==> src/rtl/flash_array_ctrl.sv <==
// flash_array_ctrl: command sequencer for the 8x8 NAND flash array macro.
// Turns READ/PROGRAM/ERASE requests into timed select, WL, bias and sense controls.
module flash_array_ctrl #(
  parameter int T_SETUP = 4,
  parameter int T_PRE   = 8,
  parameter int T_SENSE = 8,
  parameter int T_PGM   = 64,
  parameter int T_ERS   = 256,
  parameter int CNT_W   = 16
) (
  input  logic       wb_clk_i,
  input  logic       wb_rst_i,
  input  logic       cmd_valid,
  output logic       cmd_ready,
  input  logic [1:0] cmd_op,
  input  logic [2:0] cmd_addr,
  input  logic [7:0] cmd_wdata,
  output logic       rsp_valid,
  output logic [7:0] rsp_rdata,
  output logic       rsp_err,
  output logic       busy,
  output logic [1:0] SSL,
  output logic [1:0] GSL,
  output logic [3:0] WL0,
  output logic [3:0] WL1,
  output logic       SL,
  output logic       VBPW,
  output logic       sen1,
  output logic       sen2,
  output logic [3:0] out_en,
  input  logic [7:0] out,
  output logic [7:0] bl_out,
  output logic       bl_oe
);

  typedef enum logic [3:0] {
    S_IDLE, S_SETUP, S_PRE, S_SENSE, S_LATCH,
    S_CAPT, S_PGM, S_ERS, S_RECOV, S_DONE
  } state_e;

  typedef struct packed {
    logic [1:0] ssl;
    logic [1:0] gsl;
    logic [3:0] wl0;
    logic [3:0] wl1;
    logic       sl;
    logic       vbpw;
    logic       sen1;
    logic       sen2;
    logic [3:0] out_en;
    logic [7:0] bl_out;
    logic       bl_oe;
  } ctl_t;

  localparam logic [1:0] OP_RD  = 2'b00;
  localparam logic [1:0] OP_PG  = 2'b01;
  localparam logic [1:0] OP_ER  = 2'b10;
  localparam logic [1:0] OP_BAD = 2'b11;

  state_e           state_q, state_d;
  logic [CNT_W-1:0] cnt_q;
  logic [1:0]       op_q, op_d;
  logic [2:0]       addr_q, addr_d;
  logic [7:0]       wdata_q, wdata_d;
  ctl_t             ctl_q;
  logic             accept;
  logic             cnt_zero;

  function automatic logic [CNT_W-1:0] load_of(state_e s);
    logic [CNT_W-1:0] v;
    unique case (s)
      S_SETUP, S_RECOV: v = CNT_W'(T_SETUP - 1);
      S_PRE:            v = CNT_W'(T_PRE - 1);
      S_SENSE:          v = CNT_W'(T_SENSE - 1);
      S_PGM:            v = CNT_W'(T_PGM - 1);
      S_ERS:            v = CNT_W'(T_ERS - 1);
      default:          v = '0;
    endcase
    return v;
  endfunction

  // Array controls as a pure function of the state being entered.
  function automatic ctl_t ctl_of(state_e s, logic [1:0] op,
                                  logic [2:0] a, logic [7:0] wd);
    ctl_t       c;
    logic [3:0] wl;
    logic       rd_ph;
    c     = '0;
    wl    = '0;
    rd_ph = s inside {S_SETUP, S_PRE, S_SENSE, S_LATCH, S_CAPT};
    unique case (1'b1)
      (op == OP_RD) && rd_ph: begin
        c.ssl[a[2]] = 1'b1;
        c.gsl[a[2]] = 1'b1;
        wl          = ~(4'b0001 << a[1:0]);
        c.sen1      = (s == S_PRE);
        c.sen2      = (s == S_SENSE);
        c.out_en    = {4{(s == S_LATCH) || (s == S_CAPT)}};
      end
      (op == OP_PG) && ((s == S_SETUP) || (s == S_PGM)): begin
        c.ssl[a[2]] = 1'b1;
        c.bl_oe     = 1'b1;
        c.bl_out    = wd;
        wl          = {4{s == S_PGM}};
      end
      (op == OP_ER) && (s == S_ERS): begin
        c.sl   = 1'b1;
        c.vbpw = 1'b1;
      end
      default: ;
    endcase
    if (a[2]) c.wl1 = wl;
    else      c.wl0 = wl;
    return c;
  endfunction

  assign accept   = cmd_valid && (state_q == S_IDLE);
  assign cnt_zero = (cnt_q == '0);

  always_comb begin
    op_d    = accept ? cmd_op    : op_q;
    addr_d  = accept ? cmd_addr  : addr_q;
    wdata_d = accept ? cmd_wdata : wdata_q;
    state_d = state_q;
    unique case (state_q)
      S_IDLE:
        if (accept) state_d = (cmd_op == OP_BAD) ? S_DONE : S_SETUP;
      S_SETUP:
        if (cnt_zero)
          state_d = (op_q == OP_RD) ? S_PRE :
                    (op_q == OP_PG) ? S_PGM : S_ERS;
      S_PRE:   if (cnt_zero) state_d = S_SENSE;
      S_SENSE: if (cnt_zero) state_d = S_LATCH;
      S_LATCH: state_d = S_CAPT;
      S_CAPT:  state_d = S_DONE;
      S_PGM:   if (cnt_zero) state_d = S_RECOV;
      S_ERS:   if (cnt_zero) state_d = S_RECOV;
      S_RECOV: if (cnt_zero) state_d = S_DONE;
      S_DONE:  state_d = S_IDLE;
      default: state_d = S_IDLE;
    endcase
  end

  always_ff @(posedge wb_clk_i) begin
    if (wb_rst_i) begin
      state_q   <= S_IDLE;
      cnt_q     <= '0;
      op_q      <= '0;
      addr_q    <= '0;
      wdata_q   <= '0;
      ctl_q     <= '0;
      cmd_ready <= 1'b1;
      rsp_valid <= 1'b0;
      rsp_err   <= 1'b0;
      rsp_rdata <= '0;
    end else begin
      state_q   <= state_d;
      op_q      <= op_d;
      addr_q    <= addr_d;
      wdata_q   <= wdata_d;
      if (state_d != state_q) cnt_q <= load_of(state_d);
      else if (!cnt_zero)     cnt_q <= cnt_q - CNT_W'(1);
      ctl_q     <= ctl_of(state_d, op_d, addr_d, wdata_d);
      cmd_ready <= (state_d == S_IDLE);
      rsp_valid <= (state_d == S_DONE);
      rsp_err   <= (state_d == S_DONE) && (op_d == OP_BAD);
      if (state_q == S_CAPT) rsp_rdata <= out;
    end
  end

  assign busy   = ~cmd_ready;
  assign SSL    = ctl_q.ssl;
  assign GSL    = ctl_q.gsl;
  assign WL0    = ctl_q.wl0;
  assign WL1    = ctl_q.wl1;
  assign SL     = ctl_q.sl;
  assign VBPW   = ctl_q.vbpw;
  assign sen1   = ctl_q.sen1;
  assign sen2   = ctl_q.sen2;
  assign out_en = ctl_q.out_en;
  assign bl_out = ctl_q.bl_out;
  assign bl_oe  = ctl_q.bl_oe;

endmodule

==> config.mk <==
export PLATFORM = sky130hd
export DESIGN_NAME = flash_array_ctrl
export DESIGN_NICKNAME = d
export VERILOG_FILES = /design/src/rtl/flash_array_ctrl.sv
export SDC_FILE = /design/constraint.sdc
export NUM_CORES = 1
export LEC_CHECK = 0
export ABC_AREA = 1
export CAP_MARGIN = 20
export CORE_ASPECT_RATIO = 1.75
export CORE_MARGIN = 5
export CORE_UTILIZATION = 50
export CTS_BUF_LIST = sky130_fd_sc_hd__clkbuf_4 sky130_fd_sc_hd__clkbuf_8 sky130_fd_sc_hd__clkbuf_16
export CTS_CLUSTER_DIAMETER = 150
export DETAILED_ROUTE_END_ITERATION = 6
export GPL_ROUTABILITY_DRIVEN = 0
export PLACE_DENSITY_LB_ADDON = 0.08
export SYNTH_ARGS = -nofsm -noshare
export SYNTH_HDL_FRONTEND = slang
export SYNTH_SLANG_ARGS = --single-unit
==> constraint.sdc <==
create_clock -name wb_clk_i -period 3 [get_ports wb_clk_i]
set_input_delay 0.3 -clock wb_clk_i [delete_from_list [all_inputs] [get_ports wb_clk_i]]
set_output_delay 0.3 -clock wb_clk_i [all_outputs]
set_load 0.02 [all_outputs]
## After elaboration in Yosys (flattened, before gate mapping)

Cells that the tools add are included.

| word-level totals | value |
|---|---|
| register bits | 70 |
| latch bits | 0 |
| bits in writable memories | 0 |
| ROM bits | 0 |
| input port bits | 24 |
| output and inout port bits | 41 |
| word-level logic and storage cells | 98 |
| memories kept | 0 |

| operators by class | value |
|---|---|
| add/subtract/negate cells | 1 |
| multipliers | 0 |
| div/mod/pow operators | 0 |
| magnitude comparators | 2 |
| equal/unequal tests | 24 |
| shifts and indexed selects | 1 |
| muxes and demuxes | 21 |
| bitwise logic cells | 6 |
| reduce and logical (&&, ||, !) cells | 23 |

Operators with widths:

| kind | number |
|---|---|
| == test 4 x 3 -> 1 bit (second input constant) | 8 |
| two-way mux 16 bit | 2 |
| case mux 4 bit (8 select lines) | 1 |
| case mux 8 bit (4 select lines) | 1 |
| two-way mux 4 bit | 7 |
| OR reduction 2 bit | 9 |
| == test 4 x 2 -> 1 bit (second input constant) | 4 |
| zero test 16 bit | 1 |
| subtractor 16 x 1 -> 16 bit (second input constant) | 1 |
| == test 4 bit (second input constant) | 3 |
| == test 4 x 1 -> 1 bit (second input constant) | 2 |
| zero test 4 bit | 2 |
| two-way mux 8 bit | 1 |
| case mux 4 bit (2 select lines) | 1 |
| == test 2 bit (second input constant) | 3 |
| logical AND 1 bit | 6 |
| two-way mux 3 bit | 2 |
| inverter 1 bit | 5 |
| nonzero test 5 bit | 1 |
| == test 2 x 1 -> 1 bit (second input constant) | 2 |
| zero test 2 bit | 2 |
| two-way mux 2 bit | 2 |
| inequality test 4 bit | 1 |
| inverter 4 bit | 1 |
| 7 further kinds | 10 |

## Depth between registers and ports, before layout

| depth | value |
|---|---|
| depth after elaboration | 11 |
| gate-level depth with buffers | 16 |

## Worst setup path after synthesis

No wires, ideal clock.

| timing | value |
|---|---|
| path type | reg2reg |
| start point | register cnt_q[0] |
| end point | register cnt_q[3] |
| library setup time | 0.128 ns |
| arrival | 1.718 ns |
| data required time | 2.872 ns |
| setup slack | 1.154 ns |
| stages on the path, launching flop included | 16 |
| path through | dfxtp_1 -> inv_1 -> ha_1 -> nand2_2 -> nor2_4 -> nand2_4 -> nand2_2 -> nand4_4 -> nand2_4 -> nand2_2 -> nand2_4 -> nand2_8 -> inv_4 -> nand2_2 -> nand2_1 -> nor2_1 |

| between the ends | value |
|---|---|
| word-level cells in the longest chain between the ends | 7 |
| elaborated cells on any way between the ends | 21 |
| those cells by class | add/sub: 1; eq/ne: 8; mux: 9; reduce/logical: 3 |

Ends and longest elaborated chain:

| element | line | source |
|---|---|---|
| start: declaration | 61 | `logic [CNT_W-1:0] cnt_q;` |
| start signal: assignment | 161 | `if (state_d != state_q) cnt_q <= load_of(state_d);` |
| start signal: assignment | 162 | `else if (!cnt_zero) cnt_q <= cnt_q - CNT_W'(1);` |
| zero test 16 bit | 118 | `assign cnt_zero = (cnt_q == '0);` |
| two-way mux 4 bit (on tied branches) | - |  |
| case mux 4 bit (8 select lines) | 125 | `unique case (state_q)` |
| == test 4 x 2 -> 1 bit, or another cell as far along | 71 | `unique case (s)` |
| OR reduction 2 bit (on tied branches) | - |  |
| case mux 8 bit (4 select lines) | 71 |  |
| two-way mux 16 bit | 161 |  |

Several ways; a longest one is shown, not always the timed one. The select of a mux whose other input is x is not followed.
A chain may end at the register's enable or synchronous reset.

## Worst setup path in the final report

Same ends and word-level chain as after synthesis.

==> qor.yml <==
cts.htree.levels: 3
drt-met1-wl_um: 2820
cts.path.max_buffers: 2
design.portCount: 65
clk_latency_ns: 0.35
startpoint_of_the_most_critical_setup_path: "cnt_q[0]$_SDFFE_PP0P_"
crit_path_max_fanout: 4
period_minus_slack_ns: 2.38
worst_min_delay_path_category: "flip-flop to flip-flop"
mappedNetlistArea_um2: 3080
post_cts_hold_buffer_count: 0
route.antenna.remaining_nets: 0
fin_crit_sh: 0.794
portBuffers: 64
fp.coreArea_um2: 5930
finish.cell_count_without_fillers: 528
area_growth_from_synthesis_to_final_layout_pct: 28.0
wl_per_cell_um: 14.5
rows: 37
n_antenna_cell: 0
synthDistinctLibCells: 45
post_route_cells_drive_above_1_share: 0.180
dp_hpwl_um: 5910
initial_core_util: 0.519
yosys_warnings: 0
route.met2.wl_um: 4170
total_leakage_power_nw: 1.66
crit_end: "cnt_q[3]$_SDFFE_PP0P_"
dpl_cell_area_um2: 3760
path_class: "flip-flop to flip-flop"
cts_post_setup_buffers_inserted: 0
cp_data_arrival_time_ns: 2.62
nNetsFinal: 470
reg2reg_slack_ns: 0.62
die-height_um: 114
timing.critical_path.from_type: "flip-flop"
max_freq_ghz: 0.420
routed-via-count: 2640
cts_root_buffer: "clkbuf_8"
met3_wirelength_um: 379
power.density_cell_area_nw_per_um2: 1230
drt_drc_violations_left: 0
highest_layer: "met4"
cts_repair_resize_count: 0
rsz_0062_raised_after_global_routing: "no"
routed_wl_um: 7640
detailedRoute.firstIterationViolations: 146
synth.yosys.seq_area_share: 0.449
setup_tns_ns: 0
worst_pin_slew_ns: 0.870
first_global_vias: 2740
worst_slew_margin_rel: 0.412
ff2ff_path_depth: 9
worst_clock_skew_ns: 0.00517
utilization: 0.664
grt_first_pass_wirelength_um: 12700
status: "completed"
clock_sinks: 69
layout_commonest_cell: "dfxtp_1"
grt_antenna_before_repair: 0
fin_area_um2: 3940
number_of_cells_produced_by_synthesis: 379
timing.critical_path.required_ns: 3.23
finalHoldViolCount: 0
largest_net_degree_at_the_start_of_global_routing: 26
most-common-layout-cells: "69 x dfxtp_1, 65 x nand2_1, 64 x clkdlybuf4s50_1"
regToRegStartpoint: "cnt_q[0]$_SDFFE_PP0P_"
timing.final.max_slew_violations: 0
gr-total-overflow: 0
die_area_um2: 7880
maxCapViolations: 0
global_route.usage.total: 0.205
routed_via_density: 5.00
chipWidth_um: 69.3
ys_ff_latch: 69
drtPass1Iterations: 4
tritoncts: "built"
clk_pin_slew_worst_paths_ns: 0.07
worst_ir_drop_vdd_mv: 0.898
cp-end-kind: "flip-flop"
setup_viol_count_final: 0
mapped_avg_cell_area_um2: 8.11
cts_buffers: 9
mappedNetlistNets: 404
placedCellCount: 512
critical_path.reg2reg.endpoint: "cnt_q[3]$_SDFFE_PP0P_"
## through the flow
| step | power [mW] | hold slack [ns] | setup WS, ns |
|---|---|---|---|
| floorplan | 3.51 | 0.443 | 1.15 |
| global placement | 4.14 | 0.464 | 0.733 |
| detailed placement | 4.18 | 0.478 | 0.675 |
| CTS | 4.87 | 0.489 | 0.643 |
| global route | 5.25 | 0.522 | 0.414 |
| finish | 4.85 | 0.485 | 0.617 |
## registers in the layout, indices dropped and copies added, names as in the netlist, 3 cells and up
register and flops:
cnt_q 16, rsp_rdata 8, wdata_q 8, WL1 4, addr_q 3, WL0 4
bl_out 8, state_q 4
## cells in the mapped netlist (all sizes together)
cell type,count,share of area
nor2b,1,0.0020
nand4,5,0.015
dfxtp,69,0.45
ha,1,0.0041
clkbuf,3,0.0037
nand3,26,0.059
nand2,87,0.14
mux2i,2,0.0065
nor3,6,0.011
xnor2,4,0.011
nand3b,1,0.0024
xor2,9,0.026
a21oi,15,0.029
or2,4,0.0081
and3,1,0.0020
nor4,5,0.010
o31ai,1,0.0024
o211ai,1,0.0024
o311ai,1,0.0028
buf,7,0.016
o21ai,17,0.030
nor2,74,0.11
a21boi,2,0.0061
inv,36,0.045
and2,1,0.0020
## where the power goes
group	total, mW	switching, mW	internal (mW)
combinational	2.91	1.90	1.01
clock	0.666	0.347	0.318
sequential	1.28	0.136	1.15
## worst min-delay path by stage
| stage | start | endpoint | slack (ns) | cells after the start |
|---|---|---|---|---|
| after detailed placement | wdata_q[4]$_SDFF_PP0_ | wdata_q[4]$_SDFF_PP0_ | 0.48 | 2 |
| final | wdata_q[4]$_SDFF_PP0_ | wdata_q[4]$_SDFF_PP0_ | 0.48 | 2 |
| after global placement | rsp_rdata[6]$_SDFFE_PP0N_ | rsp_rdata[6]$_SDFFE_PP0N_ | 0.46 | 2 |
| after CTS | wdata_q[4]$_SDFF_PP0_ | wdata_q[4]$_SDFF_PP0_ | 0.49 | 2 |
| after global routing | wdata_q[4]$_SDFF_PP0_ | wdata_q[4]$_SDFF_PP0_ | 0.52 | 2 |
| after floorplan | wdata_q[4]$_SDFF_PP0_ | wdata_q[4]$_SDFF_PP0_ | 0.44 | 2 |
## cells by family (layout without fill, tap and decap cells)
family                     after synthesis  in the layout  share of synthesized area
AOI/OAI and AO/OA                       37             37                     0.0732
xor gates and xnor gates                13             13                     0.0370
adders and majority gates                1              1                    0.00407
buffers and inverters                   46            117                     0.0647
DFF                                     69             69                      0.449
muxes                                    2              2                    0.00651
and+or+nand+nor                        211            211                      0.365
## layer usage
layer,up-vias,GRT usage
li1,1335,-
met1,1203,0.192
met2,78,0.394
met3,24,0.0538
met4,0,0.116
met5,-,0
## cell type report
class	count	area (um^2)
sequential	69	1380
timing repair buffer	65	648
tap	78	97.6
clock inverter	6	38.8
fill	535	1990
inverter	36	138
clock buffer	10	138
multi-input combinational	264	1500
## worst max-delay path, stage by stage, from the launching register on
cell and delay, ns:
dfxtp_1 0.33, inv_1 0.12, ha_1 0.32, nand2_2 0.16, nor2_1 0.19, nand3_1 0.12
o311ai_0 0.74, nand2_1 0.15, nand2_1 0.10, nor2_1 0.04
Note: power is estimated with default switching activity, not from simulation.
